===== src/rtl/adau_spi_responder.sv =====
// -----------------------------------------------------------------------------
// adau_spi_responder
//
// SPI control-port responder that stands in for the ADAU1761 register
// interface. CCLK, CLATCH and CDATA are oversampled in the system clock.
// After three dummy latch pulses the port enters SPI mode. From then on it
// decodes {header, 16-bit address, data...} frames with burst
// auto-increment. Each write into the byte register file is reported with
// a single-cycle strobe.
//
// Optional build macro:
//   ADAU_RESP_READBACK_EN - enables register read-back on spi_miso. When it
//                           is undefined, read frames are skipped and MISO is
//                           never driven.
// -----------------------------------------------------------------------------
module adau_spi_responder #(
    parameter logic [6:0]  CHIP_ADDR = 7'h00,
    parameter logic [15:0] REG_BASE  = 16'h4000,
    parameter int          NUM_REGS  = 256
) (
    input  logic        clk,
    input  logic        reset_n,
    input  logic        spi_sclk,
    input  logic        spi_cs_n,
    input  logic        spi_mosi,
    output logic        spi_miso,
    output logic        spi_miso_oe,
    output logic        spi_mode,
    output logic        reg_wr_valid,
    output logic [15:0] reg_wr_addr,
    output logic [7:0]  reg_wr_data,
    output logic        core_clk_en
);

    localparam int IDX_W = (NUM_REGS > 1) ? $clog2(NUM_REGS) : 1;

    typedef enum logic [2:0] {
        ST_IDLE = 3'd0,
        ST_HDR  = 3'd1,
        ST_ADDR = 3'd2,
        ST_DATA = 3'd3,
        ST_SKIP = 3'd4
    } state_t;

    // True when an absolute register address falls inside the mapped window.
    function automatic logic addr_in_range(input logic [15:0] addr);
        logic [16:0] lo_v;
        logic [16:0] hi_v;
        lo_v = {1'b0, REG_BASE};
        hi_v = {1'b0, REG_BASE} + 17'(NUM_REGS);
        return ({1'b0, addr} >= lo_v) && ({1'b0, addr} < hi_v);
    endfunction

    // Register file index of an absolute address. It is only meaningful when
    // addr_in_range() is true.
    function automatic logic [IDX_W-1:0] addr_index(input logic [15:0] addr);
        return IDX_W'(addr - REG_BASE);
    endfunction

    // Synchronizer chains: [0] and [1] form the 2-flop synchronizer, and
    // [2] is the delayed copy used for edge detection.
    logic [2:0]  sclk_sync_r;
    logic [2:0]  cs_sync_r;
    logic [1:0]  mosi_sync_r;

    logic        sclk_rise_s;
    logic        cs_rise_s;
    logic        cs_fall_s;
    logic        mosi_s;

    state_t      state_r;
    logic [3:0]  bit_cnt_r;
    logic [15:0] shift_r;
    logic [15:0] shift_nxt_s;
    logic [15:0] ptr_r;
    logic [1:0]  dummy_cnt_r;
    logic        spi_mode_r;
    logic        reg_wr_valid_r;
    logic [15:0] reg_wr_addr_r;
    logic [7:0]  reg_wr_data_r;
    logic        core_clk_en_r;

    logic [7:0]  reg_file_r [NUM_REGS];

    logic             wr_en_s;
    logic [IDX_W-1:0] wr_idx_s;
    logic             rd_frame_s;

`ifdef ADAU_RESP_READBACK_EN
    logic        sclk_fall_s;
    logic        rd_frame_r;
    logic        miso_r;
    logic        miso_oe_r;
    logic [7:0]  tx_r;
    logic [15:0] rd_addr_s;
    logic [7:0]  rd_byte_s;
`endif

    assign sclk_rise_s = sclk_sync_r[1] & ~sclk_sync_r[2];
    assign cs_rise_s   = cs_sync_r[1] & ~cs_sync_r[2];
    assign cs_fall_s   = ~cs_sync_r[1] & cs_sync_r[2];
    assign mosi_s      = mosi_sync_r[1];

`ifdef ADAU_RESP_READBACK_EN
    assign sclk_fall_s = ~sclk_sync_r[1] & sclk_sync_r[2];
    assign rd_frame_s  = rd_frame_r;
    assign spi_miso    = miso_r;
    assign spi_miso_oe = miso_oe_r;
`else
    assign rd_frame_s  = 1'b0;
    assign spi_miso    = 1'b0;
    assign spi_miso_oe = 1'b0;
`endif

    assign spi_mode     = spi_mode_r;
    assign reg_wr_valid = reg_wr_valid_r;
    assign reg_wr_addr  = reg_wr_addr_r;
    assign reg_wr_data  = reg_wr_data_r;
    assign core_clk_en  = core_clk_en_r;

    // Bring the asynchronous SPI pins into the clk domain. cs idles high, so
    // reset does not fabricate a latch edge.
    always_ff @(posedge clk or negedge reset_n) begin
        if (!reset_n) begin
            sclk_sync_r <= 3'b000;
            cs_sync_r   <= 3'b111;
            mosi_sync_r <= 2'b00;
        end else begin
            sclk_sync_r <= {sclk_sync_r[1:0], spi_sclk};
            cs_sync_r   <= {cs_sync_r[1:0], spi_cs_n};
            mosi_sync_r <= {mosi_sync_r[0], spi_mosi};
        end
    end

    // Next shift value and write / read-fetch decode for the current clk.
    always_comb begin
        shift_nxt_s = {shift_r[14:0], mosi_s};
        wr_idx_s    = addr_index(ptr_r);
        if (sclk_rise_s && (state_r == ST_DATA) && (bit_cnt_r == 4'd7) &&
            !rd_frame_s && addr_in_range(ptr_r)) begin
            wr_en_s = 1'b1;
        end else begin
            wr_en_s = 1'b0;
        end
`ifdef ADAU_RESP_READBACK_EN
        // Fetch target: the freshly shifted address when ADDR completes,
        // otherwise the byte after the pointer when a data byte completes.
        if (state_r == ST_ADDR) begin
            rd_addr_s = shift_nxt_s;
        end else begin
            rd_addr_s = ptr_r + 16'd1;
        end
        if (addr_in_range(rd_addr_s)) begin
            rd_byte_s = reg_file_r[addr_index(rd_addr_s)];
        end else begin
            rd_byte_s = 8'h00;
        end
`endif
    end

    // Byte register file: cleared on reset and written by completed write bytes.
    always_ff @(posedge clk or negedge reset_n) begin
        if (!reset_n) begin
            for (int i = 0; i < NUM_REGS; i++) begin
                reg_file_r[i] <= 8'h00;
            end
        end else if (wr_en_s) begin
            reg_file_r[wr_idx_s] <= shift_nxt_s[7:0];
        end
    end

    // Frame decoder: mode entry, the HDR/ADDR/DATA/SKIP sequence, the write
    // strobe and the read-back shifter. A cs rise is handled last, so a byte
    // that completes in the same clk still commits.
    always_ff @(posedge clk or negedge reset_n) begin
        if (!reset_n) begin
            state_r        <= ST_IDLE;
            bit_cnt_r      <= 4'd0;
            shift_r        <= 16'h0000;
            ptr_r          <= 16'h0000;
            dummy_cnt_r    <= 2'd0;
            spi_mode_r     <= 1'b0;
            reg_wr_valid_r <= 1'b0;
            reg_wr_addr_r  <= 16'h0000;
            reg_wr_data_r  <= 8'h00;
            core_clk_en_r  <= 1'b0;
`ifdef ADAU_RESP_READBACK_EN
            rd_frame_r     <= 1'b0;
            miso_r         <= 1'b0;
            miso_oe_r      <= 1'b0;
            tx_r           <= 8'h00;
`endif
        end else begin
            reg_wr_valid_r <= 1'b0;
            core_clk_en_r  <= reg_file_r[0][0];

            if (sclk_rise_s) begin
                shift_r <= shift_nxt_s;
                case (state_r)
                    ST_HDR: begin
                        if (bit_cnt_r == 4'd7) begin
                            bit_cnt_r <= 4'd0;
                            if (shift_nxt_s[7:1] != CHIP_ADDR) begin
                                state_r <= ST_SKIP;
`ifdef ADAU_RESP_READBACK_EN
                            end else begin
                                rd_frame_r <= shift_nxt_s[0];
                                state_r    <= ST_ADDR;
                            end
`else
                            end else if (shift_nxt_s[0]) begin
                                state_r <= ST_SKIP;
                            end else begin
                                state_r <= ST_ADDR;
                            end
`endif
                        end else begin
                            bit_cnt_r <= bit_cnt_r + 4'd1;
                        end
                    end
                    ST_ADDR: begin
                        if (bit_cnt_r == 4'd15) begin
                            bit_cnt_r <= 4'd0;
                            ptr_r     <= shift_nxt_s;
                            state_r   <= ST_DATA;
`ifdef ADAU_RESP_READBACK_EN
                            tx_r      <= rd_byte_s;
`endif
                        end else begin
                            bit_cnt_r <= bit_cnt_r + 4'd1;
                        end
                    end
                    ST_DATA: begin
                        if (bit_cnt_r == 4'd7) begin
                            bit_cnt_r <= 4'd0;
                            ptr_r     <= ptr_r + 16'd1;
                            if (wr_en_s) begin
                                reg_wr_valid_r <= 1'b1;
                                reg_wr_addr_r  <= ptr_r;
                                reg_wr_data_r  <= shift_nxt_s[7:0];
                            end
`ifdef ADAU_RESP_READBACK_EN
                            tx_r      <= rd_byte_s;
`endif
                        end else begin
                            bit_cnt_r <= bit_cnt_r + 4'd1;
                        end
                    end
                    default: begin
                        // IDLE and SKIP ignore data bits.
                    end
                endcase
            end

`ifdef ADAU_RESP_READBACK_EN
            if (sclk_fall_s && (state_r == ST_DATA) && rd_frame_r) begin
                miso_r    <= tx_r[7];
                tx_r      <= {tx_r[6:0], 1'b0};
                miso_oe_r <= 1'b1;
            end
`endif

            if (cs_fall_s) begin
                bit_cnt_r <= 4'd0;
                if ((state_r == ST_IDLE) && spi_mode_r) begin
                    state_r <= ST_HDR;
                end
            end

            if (cs_rise_s) begin
                state_r   <= ST_IDLE;
                bit_cnt_r <= 4'd0;
`ifdef ADAU_RESP_READBACK_EN
                miso_r    <= 1'b0;
                miso_oe_r <= 1'b0;
`endif
                if (!spi_mode_r) begin
                    if (dummy_cnt_r != 2'd3) begin
                        dummy_cnt_r <= dummy_cnt_r + 2'd1;
                    end
                    if (dummy_cnt_r == 2'd2) begin
                        spi_mode_r <= 1'b1;
                    end
                end
            end
        end
    end

endmodule


===== config.mk =====
export PLATFORM = sky130hd
export DESIGN_NAME = adau_spi_responder
export DESIGN_NICKNAME = d
export VERILOG_FILES = /design/src/rtl/adau_spi_responder.sv
export SDC_FILE = /design/constraint.sdc
export NUM_CORES = 1
export LEC_CHECK = 0
export CAP_MARGIN = 20
export CORE_MARGIN = 2
export CORE_UTILIZATION = 45
export CTS_CLUSTER_DIAMETER = 80
export DETAILED_ROUTE_END_ITERATION = 10
export DONT_BUFFER_PORTS = 1
export SYNTH_ARGS = -nofsm -noshare
export SYNTH_HDL_FRONTEND = slang
export SYNTH_SLANG_ARGS = --single-unit

===== constraint.sdc =====
create_clock -name clk -period 2.65 [get_ports clk]
set_clock_uncertainty 0.05 [all_clocks]
set_input_delay 0.3975 -clock clk [delete_from_list [all_inputs] [get_ports clk]]
set_output_delay 0.3975 -clock clk [all_outputs]
set_load 0.01 [all_outputs]

## Yosys cells after proc, flatten, opt, wreduce, memory -nomap -nowiden

Index checks and enable logic that the tools add are counted.

- Reductions and logical operators: 16
- Equal/unequal tests: 9
- $add $sub $neg: 4
- Bitwise logic cells: 8
- Order comparisons: 4
- Muxes and demuxes: 28

Operators by type and width:

| kind | number |
|---|---|
| bitwise mux 2048 bit | 1 |
| demux 8 bit (select 8 bit) | 1 |
| two-way mux 16 bit | 2 |
| case mux 16 bit (2 select lines) | 1 |
| two-way mux 3 bit | 8 |
| two-way mux 4 bit | 5 |
| adder 16 x 1 -> 16 bit (second input constant) | 1 |
| greater-or-equal comparator 16 x 15 -> 1 bit (second input constant) | 1 |
| < comparator 16 x 15 -> 1 bit (second input constant) | 1 |
| greater-or-equal comparator 9 bit (second input constant) | 1 |
| < comparator 9 x 1 -> 1 bit (second input constant) | 1 |
| NOT 8 -> 9 bit | 1 |
| two-way mux 8 bit | 1 |
| case mux 4 bit (2 select lines) | 1 |
| AND reduction 4 bit | 2 |
| subtractor 8 x 1 -> 8 bit (second input constant) | 1 |
| two-way mux 1 bit | 7 |
| nonzero test 7 bit | 1 |
| equality test 3 x 2 -> 1 bit (second input constant) | 2 |
| logical AND 1 bit | 6 |
| case mux 3 bit (2 select lines) | 1 |
| adder 4 x 1 -> 4 bit (second input constant) | 1 |
| equality test 4 x 3 -> 1 bit (second input constant) | 1 |
| equality test 4 bit (second input constant) | 1 |
| other kinds (14) | 20 |

- Word-level logic and storage cells: 338
- Output and inout bits: 29
- Flip-flop bits (word level): 2123

## Logic depth before layout (Yosys ltp)

Gate-level depths: netlist of the first run.

- Word-level depth: 10
- Depth in mapped cells: 7
- Depth with buffers taken out: 6

## Worst setup path after synthesis of the first run

Ideal clock, no wire load.

- Path type: register to register
- Start: reg bit_cnt_r[0]
- End: reg reg_wr_addr_r[0], in the netlist reg_wr_addr[0]
- Stages on the path, launching flop included: 8
- Arrival: 1748 ps
- Path slack: 728 ps
- Required time: 2475 ps
- Period minus slack after synthesis: 1922 ps
- Library setup time: 125 ps
- Cell sequence: dfrtp_1 > ha_1 > nand4b_4 > nor4_2 > and3_1 > buf_4 > buf_4 > mux2_2

- Cells in the longest elaborated chain, start to end: 5

RTL lines:

| item | RTL line | RTL |
|---|---|---|
| start: declaration | 72 | `logic [3:0] bit_cnt_r;` |
| start signal: assignment | 218 | `bit_cnt_r <= bit_cnt_r + 4'd1;` |
| start signal: assignment | 230 | `bit_cnt_r <= bit_cnt_r + 4'd1;` |
| start signal: assignment | 246 | `bit_cnt_r <= bit_cnt_r + 4'd1;` |
| equality test 4 x 3 -> 1 bit * | 139, 234 |  |
| logical AND 1 bit | 139 | `if (sclk_rise_s && (state_r == ST_DATA) && (bit_cnt_r == 4'd7) &&` |
| logical AND 1 bit | 140 | `!rd_frame_s && addr_in_range(ptr_r)) begin` |
| two-way mux 1 bit | 139 |  |
| AND reduction 4 bit (no source line) * | - |  |
| end signal: assignment | 239 | `reg_wr_addr_r <= ptr_r;` |
| end: declaration | 79 | `logic [15:0] reg_wr_addr_r;` |

Every way passes the cells marked *; elsewhere a longest branch is shown, timed or not.
A chain may end at the register's enable or synchronous reset.

## Worst setup path in the final report of the first run

- Start: reg bit_cnt_r[0]
- End: reg reg_wr_data_r[5], in the netlist reg_wr_data[5]

- Cells in the longest elaborated chain, start to end: 5

RTL lines:

| item | RTL line | RTL |
|---|---|---|
| equality test 4 x 3 -> 1 bit * | 139, 234 |  |
| logical AND 1 bit | 139 |  |
| logical AND 1 bit | 140 |  |
| two-way mux 1 bit | 139 |  |
| AND reduction 4 bit (no source line) * | - |  |
| end signal: assignment | 240 | `reg_wr_data_r <= shift_nxt_s[7:0];` |
| end: declaration | 80 | `logic [7:0] reg_wr_data_r;` |

Marked as above.

==> impl_metrics.yaml, run 1 <==
critical_path:
  startpoint_type: "flop"
  crit_fanout: 25
  path_class: "flop to flop"
  worstPathRequired_ns: 2.83
  worstSetupEndpointType: "flop"
  arrival_ns: 2.39
layout:
  most-common-layout-cells: "73 x dfrtp_1, 63 x nand2_1, 17 x mux2_2"
  area_growth_pct: 9.77
  drive_gt1_frac: 0.141
  antennaDiodeCount: 0
  final_cells: 433
  nets: 339
  fillers: 680
  fin_util: 0.515
  final_common_cell: "dfrtp_1"
power:
  intPower_w: 0.00179
  pwr-share-seq: 0.549
  power.switching_w: 0.000631
  power_density_nw_per_um2: 644
  peakVddDrop_mv: 0.802
  power.total_w: 0.00242
  swShare: 0.261
  power_leakage_nw: 1.78
  p_clk_frac: 0.370
  combPwrFrac: 0.081
sta:
  hold_violations: 0
  rsz0062_at_grt: "false"
  max_freq_mhz: 453
  setup_ws_ns: 0.444
  slew_violations: 0
  fin_crit_ns: 2.21
  worst_pin_slew_ns: 0.597
  finalSetupViolCount: 0
  min_period_over_period: 0.832
  slew_headroom: 0.601
  tns_ns: 0
synth:
  yosys-top-cells-area: "dfrtp_1 53%, nand2_1 6.9%, mux2_2 5.6%, dfstp_2 2.3%, a21oi_1 2.0%"
  yosys.area.top_type: "dfrtp_1"
  synthCells: 327
  syn_area_sq_um: 3420
  yosys.cell_types.count: 51
  yosysWarnings: 0
  ys_seq_area_frac: 0.557
  ys.flop_type: "dfrtp_1"
  syn_area_per_cell_sq_um: 10.5
  synth_seq_cells: 76
  synth_edf_count: 0
  yosysTopAreaCellShare: 0.534
  async_flop_share: 1.00
floorplan:
  die_w_microns: 91.2
  die_height_microns: 91.2
  num_rows: 31
  start_util: 0.469
  coreArea_sq_um: 7290
  ios: 34
  dieArea_sq_um: 8310
clock_network:
  clkLatencyLatePin_ns: 0.35
  cts-buffers-inserted: 9
  cts-root-buf: "clkbuf_8"
  h-tree-depth: 3
  cts.clk_slew.worst_paths_ns: 0.08
  clock-sinks: 76
  tritoncts: "built"
  clk_path_buf_depth: 2
  post_cts_resized: 0
placed_design:
  dp_slack_ns: 0.446
  dp.final_hpwl_microns: 4400
  post-place-cells: 413
  portBuffers: 0
  globalplace.congestion: 0.863
route:
  viasPerCell: 5.47
  drc: 0
  vias: 2368
  ant_nets: 0
  post_drt_wl_per_cell_microns: 15.5
  drt-total-wl_microns: 6720
  first_iter_violations: 145
  drt_first_pass_iters: 4
global_routing:
  antenna_found_initial: 0
  grt_usage: 0.174
  grt_pass1_wl_microns: 11400
  grt-ovfl-total: 0
  grt_start_max_net_pins: 77
  first_global_vias: 2254
min_path:
  hold_path_class: "primary input to flop"
run:
  maxCapViolCount: 0
run_status:
  status: "completed"
-- synthesized netlist by cell type, types with 2 or more instances --
library cell,count
nand3_1,11
nand4_1,4
nor4_1,6
nand4b_1,2
ha_1,5
mux2_2,17
and3_1,6
o21ai_0,8
o22ai_1,7
a21oi_1,14
o31ai_1,2
mux2i_1,2
buf_4,5
clkbuf_1,10
nor2b_1,10
a211oi_1,4
or4b_1,2
nand2b_1,3
o32ai_1,2
a31oi_1,3
xnor2_1,4
nor2_1,16
buf_2,3
dfstp_2,3
inv_1,8
nor3_1,5
dfrtp_1,73
o211ai_1,2
a2bb2oi_1,6
nand2_1,63
-- worst paths after layout --
| kind | from | slack [ns] | cells past startpoint | to |
|---|---|---|---|---|
| hold reg to reg | cs_sync_r[0] | 0.30 | 0 | cs_sync_r[1] |
| max in group asynchronous | reset_n | 1.63 | 2 | cs_sync_r[2] |
| min in group asynchronous | reset_n | 0.54 | 2 | shift_r[14] |
| hold / removal | spi_sclk | 0.03 | 0 | sclk_sync_r[0] |
| setup reg to reg | bit_cnt_r[0] | 0.44 | 6 | reg_wr_data[5] |
| setup / recovery | bit_cnt_r[0] | 0.44 | 6 | reg_wr_data[5] |
-- flip-flops by register name, summed over array words and instances, names as in the netlist --
| name | cells |
|---|---|
| bit_cnt_r | 4 |
| core_clk_en | 1 |
| cs_sync_r | 3 |
| dummy_cnt_r | 2 |
| mosi_sync_r | 2 |
| ptr_r | 16 |
| reg_file_r | 1 |
| reg_wr_addr | 16 |
| reg_wr_data | 8 |
| reg_wr_valid | 1 |
| sclk_sync_r | 3 |
| shift_r | 15 |
| spi_mode | 1 |
| state_r | 3 |
-- area by class of cell --
class                           count  area (sq um)  share of cell area
Clock inverter                      5          60.1              0.0160
Multi-Input combinational cell    225          1400               0.373
Clock buffer                       11           141              0.0377
Inverter                            8          30.0             0.00800
Sequential cell                    76          1910               0.507
Timing Repair Buffer                9          95.1              0.0253
Tap cell                           99           124              0.0330
-- cell families (layout without fill, tap and decap cells) --
kind of cell,count (synthesis),count (layout),synth area share
adder cells (fa/ha/maj),5,5,0.0183
buffers and inverters,27,33,0.0366
XOR/XNOR,5,5,0.0128
flip-flops,76,76,0.557
AND/OR/NAND/NOR,139,139,0.206
other,1,2,0.00110
AO/OA/AOI/OAI,55,55,0.106
multiplexers,19,19,0.0618
-- routing by layer --
layer / up-vias / global-route usage / share of wire
met5: - / 0 / 0
met4: 0 / 0.0556 / 0.013
met3: 7 / 0.0473 / 0.048
met2: 52 / 0.242 / 0.43
met1: 1157 / 0.263 / 0.51
li1: 1152 / - / -
-- worst max-delay path: stages (launching register included) --
cell,delay [ns]
dfrtp_1,0.41
ha_1,0.25
nand4b_4,0.15
nor4_2,0.33
and3_1,0.22
buf_4,0.28
mux2_2,0.37
-- stage by stage --
| stage | hold WS (ns) | instance area (sq um) |
|---|---|---|
| detailed placement | 0.0550 | 3500 |
| finish | 0.0298 | 3750 |
| global route | 0.0139 | 3750 |
| global placement | 0.0551 | 3500 |
| CTS | 0.00338 | 3740 |
| floorplan | 0.0519 | 3420 |
-- power groups by stage --
stage | combinational, W | sequential (W) | clock (W)
after detailed placement | 0.000167 | 0.00135 | 0
after global routing | 0.000226 | 0.00134 | 0.000958
after CTS | 0.000198 | 0.00133 | 0.000916
after floorplan | 0.000149 | 0.00131 | 0
final | 0.000196 | 0.00133 | 0.000894
after global placement | 0.000160 | 0.00135 | 0
-- repair_timing --
| action | in CTS | in global routing |
|---|---|---|
| hold endpoints to repair | 77 | 1 |
| hold buffers | 3 | 1 |
| buffers inserted | 0 | 0 |
Note: power is estimated with default switching activity, not from simulation.
==> run 2: changes to the inputs <==
==> constraint.sdc (replaced) <==
create_clock -name clk -period 1.87 [get_ports clk]
set_clock_uncertainty 0.05 [all_clocks]
set_input_delay 0.2805 -clock clk [delete_from_list [all_inputs] [get_ports clk]]
set_output_delay 0.2805 -clock clk [all_outputs]
set_load 0.01 [all_outputs]
==> run 2 against run 1 <==
  * Critical path depth down 1
  * Routed wire length up 9.5%
  * Highest routed layer unchanged
  * First-iteration DRC count up 14%
  * Count of clock-buffer cells in the layout down 2
  * Sequential power up 41%
  * Final cell count up 7.4%
  * Combinational power up 34%
  * Critical path type unchanged
  * Clock power up 44%
  * The run now ends with hold timing left
  * Fmax up 22%
  * Power up 42%
==> impl_metrics.yaml, run 2 (synthesis results as in run 1) <==
floorplan:
  ios: 34
  die_w_microns: 91.2
  coreArea_sq_um: 7290
  die_height_microns: 91.2
  dieArea_sq_um: 8310
  num_rows: 31
  start_util: 0.469
layout:
  nets: 371
  final_common_cell: "dfrtp_1"
  drive_gt1_frac: 0.238
  antennaDiodeCount: 0
  fin_util: 0.556
  fillers: 670
  area_growth_pct: 18.5
  most-common-layout-cells: "71 x dfrtp_1, 63 x nand2_1, 35 x buf_4"
route:
  drt_first_pass_iters: 4
  vias: 2584
  first_iter_violations: 166
  viasPerCell: 5.56
  post_drt_wl_per_cell_microns: 15.8
  drc: 0
  ant_nets: 0
  drt-total-wl_microns: 7350
critical_path:
  path_depth: 5
  startpoint_type: "flop"
  max_stage_delay_ns: 0.50
  worst-path-buf-inv: 0
  crit_fanout: 3
  cp_slowest_cell: "or4b_1"
  r2r_cells: 5
  worstSetupEndpointType: "flop"
  path_class: "flop to flop"
  crit_family: "simple AND/OR/NAND/NOR gates"
  worstPathCellList: "ha_4 > nand4b_4 > or3_4 > or4b_1 > nand4_1"
  reg2reg_slack_ns: 0.06
  worstPathRequired_ns: 2.10
  arrival_ns: 2.04
global_routing:
  first_global_vias: 2529
  grt_usage: 0.194
  grt_start_max_net_pins: 77
  grt_pass1_wl_microns: 12700
  antenna_found_initial: 0
  grt-ovfl-total: 0
run_status:
  violations: "hold timing"
  status: "complete, but fails checks"
sta:
  hold_violations: 76
  fin_crit_ns: 1.81
  slew_headroom: 0.217
  finalSetupViolCount: 0
  min_period_over_period: 0.966
  slew_violations: 0
  worst_pin_slew_ns: 1.17
  rsz0062_at_grt: "true"
  max_freq_mhz: 554
  tns_ns: 0
  whs_ns: -0.440
clock_network:
  clock-sinks: 76
  cts.clk_slew.worst_paths_ns: 0.09
  tritoncts: "built"
  cts-buffers-inserted: 9
  cts-root-buf: "clkbuf_8"
  clk_path_buf_depth: 2
  clkLatencyLatePin_ns: 0.35
  hold_buffers: 3
  h-tree-depth: 3
placed_design:
  globalplace.congestion: 0.912
  dp.final_hpwl_microns: 5040
  portBuffers: 0
power:
  power_leakage_nw: 1.93
  peakVddDrop_mv: 0.601
  power_density_nw_per_um2: 845
run:
  maxCapViolCount: 0
min_path:
  hold_path_class: "primary input to async pin"
-- run 2: cell types whose count changed in the layout (fill, tap and decap cells not counted), sizes merged --
cell / delta
buf: +32
inv: +3
clkbuf: -2
clkinv: -2
clkinvlp: +1
-- run 2: per-stage QoR --
stage                     instances  setup slack (ns)  power [W]  instance area [sq um]
after global routing            465           -0.0118    0.00359                   4050
final                           465            0.0642    0.00342                   4050
after global placement          441            0.0558    0.00215                   3760
after detailed placement        441            0.0216    0.00216                   3760
after CTS                       462            0.0232    0.00347                   4010
after floorplan                 328            0.0210    0.00207                   3450
-- run 2: layout make-up --
class	count	area, sq um	share of cell area
sequential	76	1910	0.471
clock buffer	9	124	0.0306
clock inverter	7	80.1	0.0198
multi-input combinational	225	1430	0.354
inverter	8	30.0	0.00741
tap	99	124	0.0306
timing repair buffer	41	353	0.0871
-- run 2: metal layers --
metal  part of all wire  routed length [microns]  vias up  track usage
met2               0.46                     3400       95        0.286
met4              0.011                       84        0       0.0732
met3              0.068                      502        8       0.0481
li1                   -                        -     1222            -
met1               0.46                     3360     1259        0.276
met5                  0                        0        -            0
-- run 2: final timing paths --
kind / start / endpoint
hold reg to reg: cs_sync_r[0] / cs_sync_r[1]
min in group clk: cs_sync_r[0] / cs_sync_r[1]
hold / removal: reset_n / shift_r[14]
setup / recovery: bit_cnt_r[1] / ptr_r[15]
setup reg to reg: bit_cnt_r[1] / ptr_r[15]
max in group asynchronous: reset_n / cs_sync_r[0]
-- run 2: where the power goes --
group / total [W] / leakage (nW) / internal, W / switching, W
logic: 0.000262 / 0.816 / 0.000125 / 0.000137
clock network: 0.00129 / 0.0973 / 0.000635 / 0.000654
registers: 0.00187 / 1.02 / 0.00175 / 0.000122
total: 0.00342 / 1.93 / 0.00251 / 0.000912
-- run 2: repair_timing --
action | in CTS | in global routing
gates resized for setup | 0 | 6
hold endpoints to repair | 79 | 76
setup buffers | 2 | 3
setup endpoints to repair | 6 | 20
pin swaps | 0 | 1
==> run 3: changes to the inputs <==
--- a/config.mk
+++ b/config.mk
@@ -5,6 +5,7 @@
 export SDC_FILE = /design/constraint.sdc
 export NUM_CORES = 1
 export LEC_CHECK = 0
+export ABC_AREA = 1
 export CAP_MARGIN = 20
 export CORE_MARGIN = 2
 export CORE_UTILIZATION = 45
==> run 3 against run 2 <==
  * The run still ends with hold timing left
  * First-iteration DRC count shrank 11%
  * Critical path depth up 4
  * Synthesized cell count increased by 39%
  * Combinational power is 75% higher
  * Routed wire length rose by 0.91%
  * Via count rose by 9.2%
  * Synthesized area increased by 5.7%
  * Cell area shrank 0.56%
  * Count of clock-buffer cells in the layout is the same
  * Die area is 5.4% higher
  * Setup slack better by 0.11 ns
  * Critical endpoint is now ptr_r[5]
  * Largest power group unchanged
==> impl_metrics.yaml, run 3 <==
floorplan:
  num_rows: 32
  die_height_microns: 93.6
  start_util: 0.465
  coreArea_sq_um: 7770
  ios: 34
  dieArea_sq_um: 8770
  die_w_microns: 93.6
synth:
  ys_seq_area_frac: 0.527
  yosys.cell_types.count: 28
  syn_area_per_cell_sq_um: 7.98
  ys.flop_type: "dfrtp_1"
  yosysTopAreaCellShare: 0.505
  syn_area_sq_um: 3610
  async_flop_share: 1.00
  synthCells: 453
  synth_most_common_cell: "nand2_1"
  yosysWarnings: 0
  synth_edf_count: 0
  synth_seq_cells: 76
  yosys-top-cells-area: "dfrtp_1 51%, nand2_1 14%, inv_1 6.1%, o21ai_0 5.4%, nor2_1 5.0%"
  yosys-top-cells-count: "133 x nand2_1, 73 x dfrtp_1, 59 x inv_1, 48 x nor2_1, 39 x o21ai_0"
  yosys.area.top_type: "dfrtp_1"
min_path:
  hold_path_class: "primary input to async pin"
sta:
  finalSetupViolCount: 0
  setup_ws_ns: 0.177
  tns_ns: 0
  whs_ns: -0.438
  rsz0062_at_grt: "false"
  slew_violations: 0
  fin_crit_ns: 1.69
  min_period_over_period: 0.905
  hold_violations: 76
  max_freq_mhz: 591
clock_network:
  clk_path_buf_depth: 2
  cts.clk_slew.worst_paths_ns: 0.09
  clkLatencyLatePin_ns: 0.35
  hold_buffers: 3
  h-tree-depth: 3
  tritoncts: "built"
  cts-root-buf: "clkbuf_8"
  cts_setup_buffers: 0
  cts-buffers-inserted: 9
  clock-sinks: 76
placed_design:
  portBuffers: 0
  dp_slack_ns: 0.0429
  dp.final_hpwl_microns: 5230
  globalplace.congestion: 0.874
route:
  drt-total-wl_microns: 7420
  post_drt_wl_per_cell_microns: 12.9
  vias: 2821
  first_iter_violations: 148
  drt_first_pass_iters: 5
  viasPerCell: 4.90
  drc: 0
  ant_nets: 0
layout:
  nets: 479
  final_common_cell: "nand2_1"
  most-common-layout-cells: "133 x nand2_1, 73 x dfrtp_1, 58 x inv_1"
  drive_gt1_frac: 0.0992
  area_growth_pct: 11.5
  fin_util: 0.519
  antennaDiodeCount: 0
  fillers: 759
power:
  power_density_nw_per_um2: 910
  peakVddDrop_mv: 0.664
  power_leakage_nw: 2.00
global_routing:
  grt_start_max_net_pins: 77
  grt-ovfl-total: 0
  first_global_vias: 2670
  grt_usage: 0.188
  grt_pass1_wl_microns: 12900
  antenna_found_initial: 0
critical_path:
  worstPathRequired_ns: 2.12
  path_class: "flop to flop"
  crit_fanout: 5
  startpoint_type: "flop"
  worstSetupEndpointType: "flop"
  arrival_ns: 1.94
run:
  maxCapViolCount: 0
run_status:
  violations: "hold timing"
  status: "complete, but fails checks"
[run 3: cell types whose count changed in the layout (fill, tap and decap cells not counted), sizes merged, moves of 10 or more]
cell / change
nand2: +71
inv: +53
o21ai: +37
nor2: +33
nand3: +26
buf: -24
mux2: -17
nor2b: -10
[run 3: final cells by class]
type | instances | area, sq um | share of cell area
Clock inverter | 7 | 87.6 | 0.0217
Timing Repair Buffer | 17 | 135 | 0.0335
Multi-Input combinational cell | 304 | 1410 | 0.351
Tap cell | 102 | 128 | 0.0317
Clock buffer | 9 | 124 | 0.0307
Inverter | 61 | 236 | 0.0587
Sequential cell | 76 | 1910 | 0.473
[run 3: logic make-up after synthesis]
logic type,Yosys count,synth area share
xor+xnor,5,0.0121
compound gates,57,0.0824
other cells,1,0.00104
fa+ha+maj,5,0.0173
simple gates,234,0.272
flops,76,0.527
buf+inv,75,0.0879
[run 3: final timing paths]
path                           startpoint         endpoint  slack, ns  depth (start not counted)
setup / recovery             bit_cnt_r[1]         ptr_r[5]       0.18                          9
hold / removal                    reset_n  reg_wr_addr[14]      -0.44                          0
setup reg to reg             bit_cnt_r[1]         ptr_r[5]       0.18                          9
hold reg to reg            sclk_sync_r[0]   sclk_sync_r[1]       0.31                          0
max in group asynchronous         reset_n     cs_sync_r[2]       2.01                          0
min in group clk           sclk_sync_r[0]   sclk_sync_r[1]       0.31                          0
[run 3: critical path, stage by stage (launching register included)]
cell and delay [ns]:
dfrtp_1 0.38, ha_1 0.17, nand2_1 0.07, buf_4 0.15, o21ai_2 0.17, nand3_2 0.20, buf_4 0.21, nor2_1 0.09
o21ai_0 0.09, nand2_1 0.07
[run 3: layer usage]
metal | share of wire | track usage
met1 | 0.49 | 0.268
met2 | 0.46 | 0.288
met3 | 0.045 | 0.0475
met4 | 0.013 | 0.0507
met5 | 0 | 0
[run 3: where the power goes]
part / leakage [nW] / internal (W) / switching (W)
combinational: 0.880 / 0.000170 / 0.000289
sequential: 1.02 / 0.00179 / 0.000105
clock: 0.102 / 0.000648 / 0.000670
total: 2.00 / 0.00260 / 0.00106
[run 3: timing repair]
| item | in CTS | in global routing |
|---|---|---|
| endpoints found under the hold margin | 79 | 76 |
| setup endpoints to repair | 0 | 16 |
| resized for setup | 0 | 6 |
[run 3: through the flow]
step                      power, W  area (sq um)  std cells
after global placement     0.00235          3770        556
after floorplan            0.00225          3620        454
after detailed placement   0.00236          3770        556
after CTS                  0.00370          4010        575
final                      0.00367          4030        576
after global routing       0.00388          4030        576
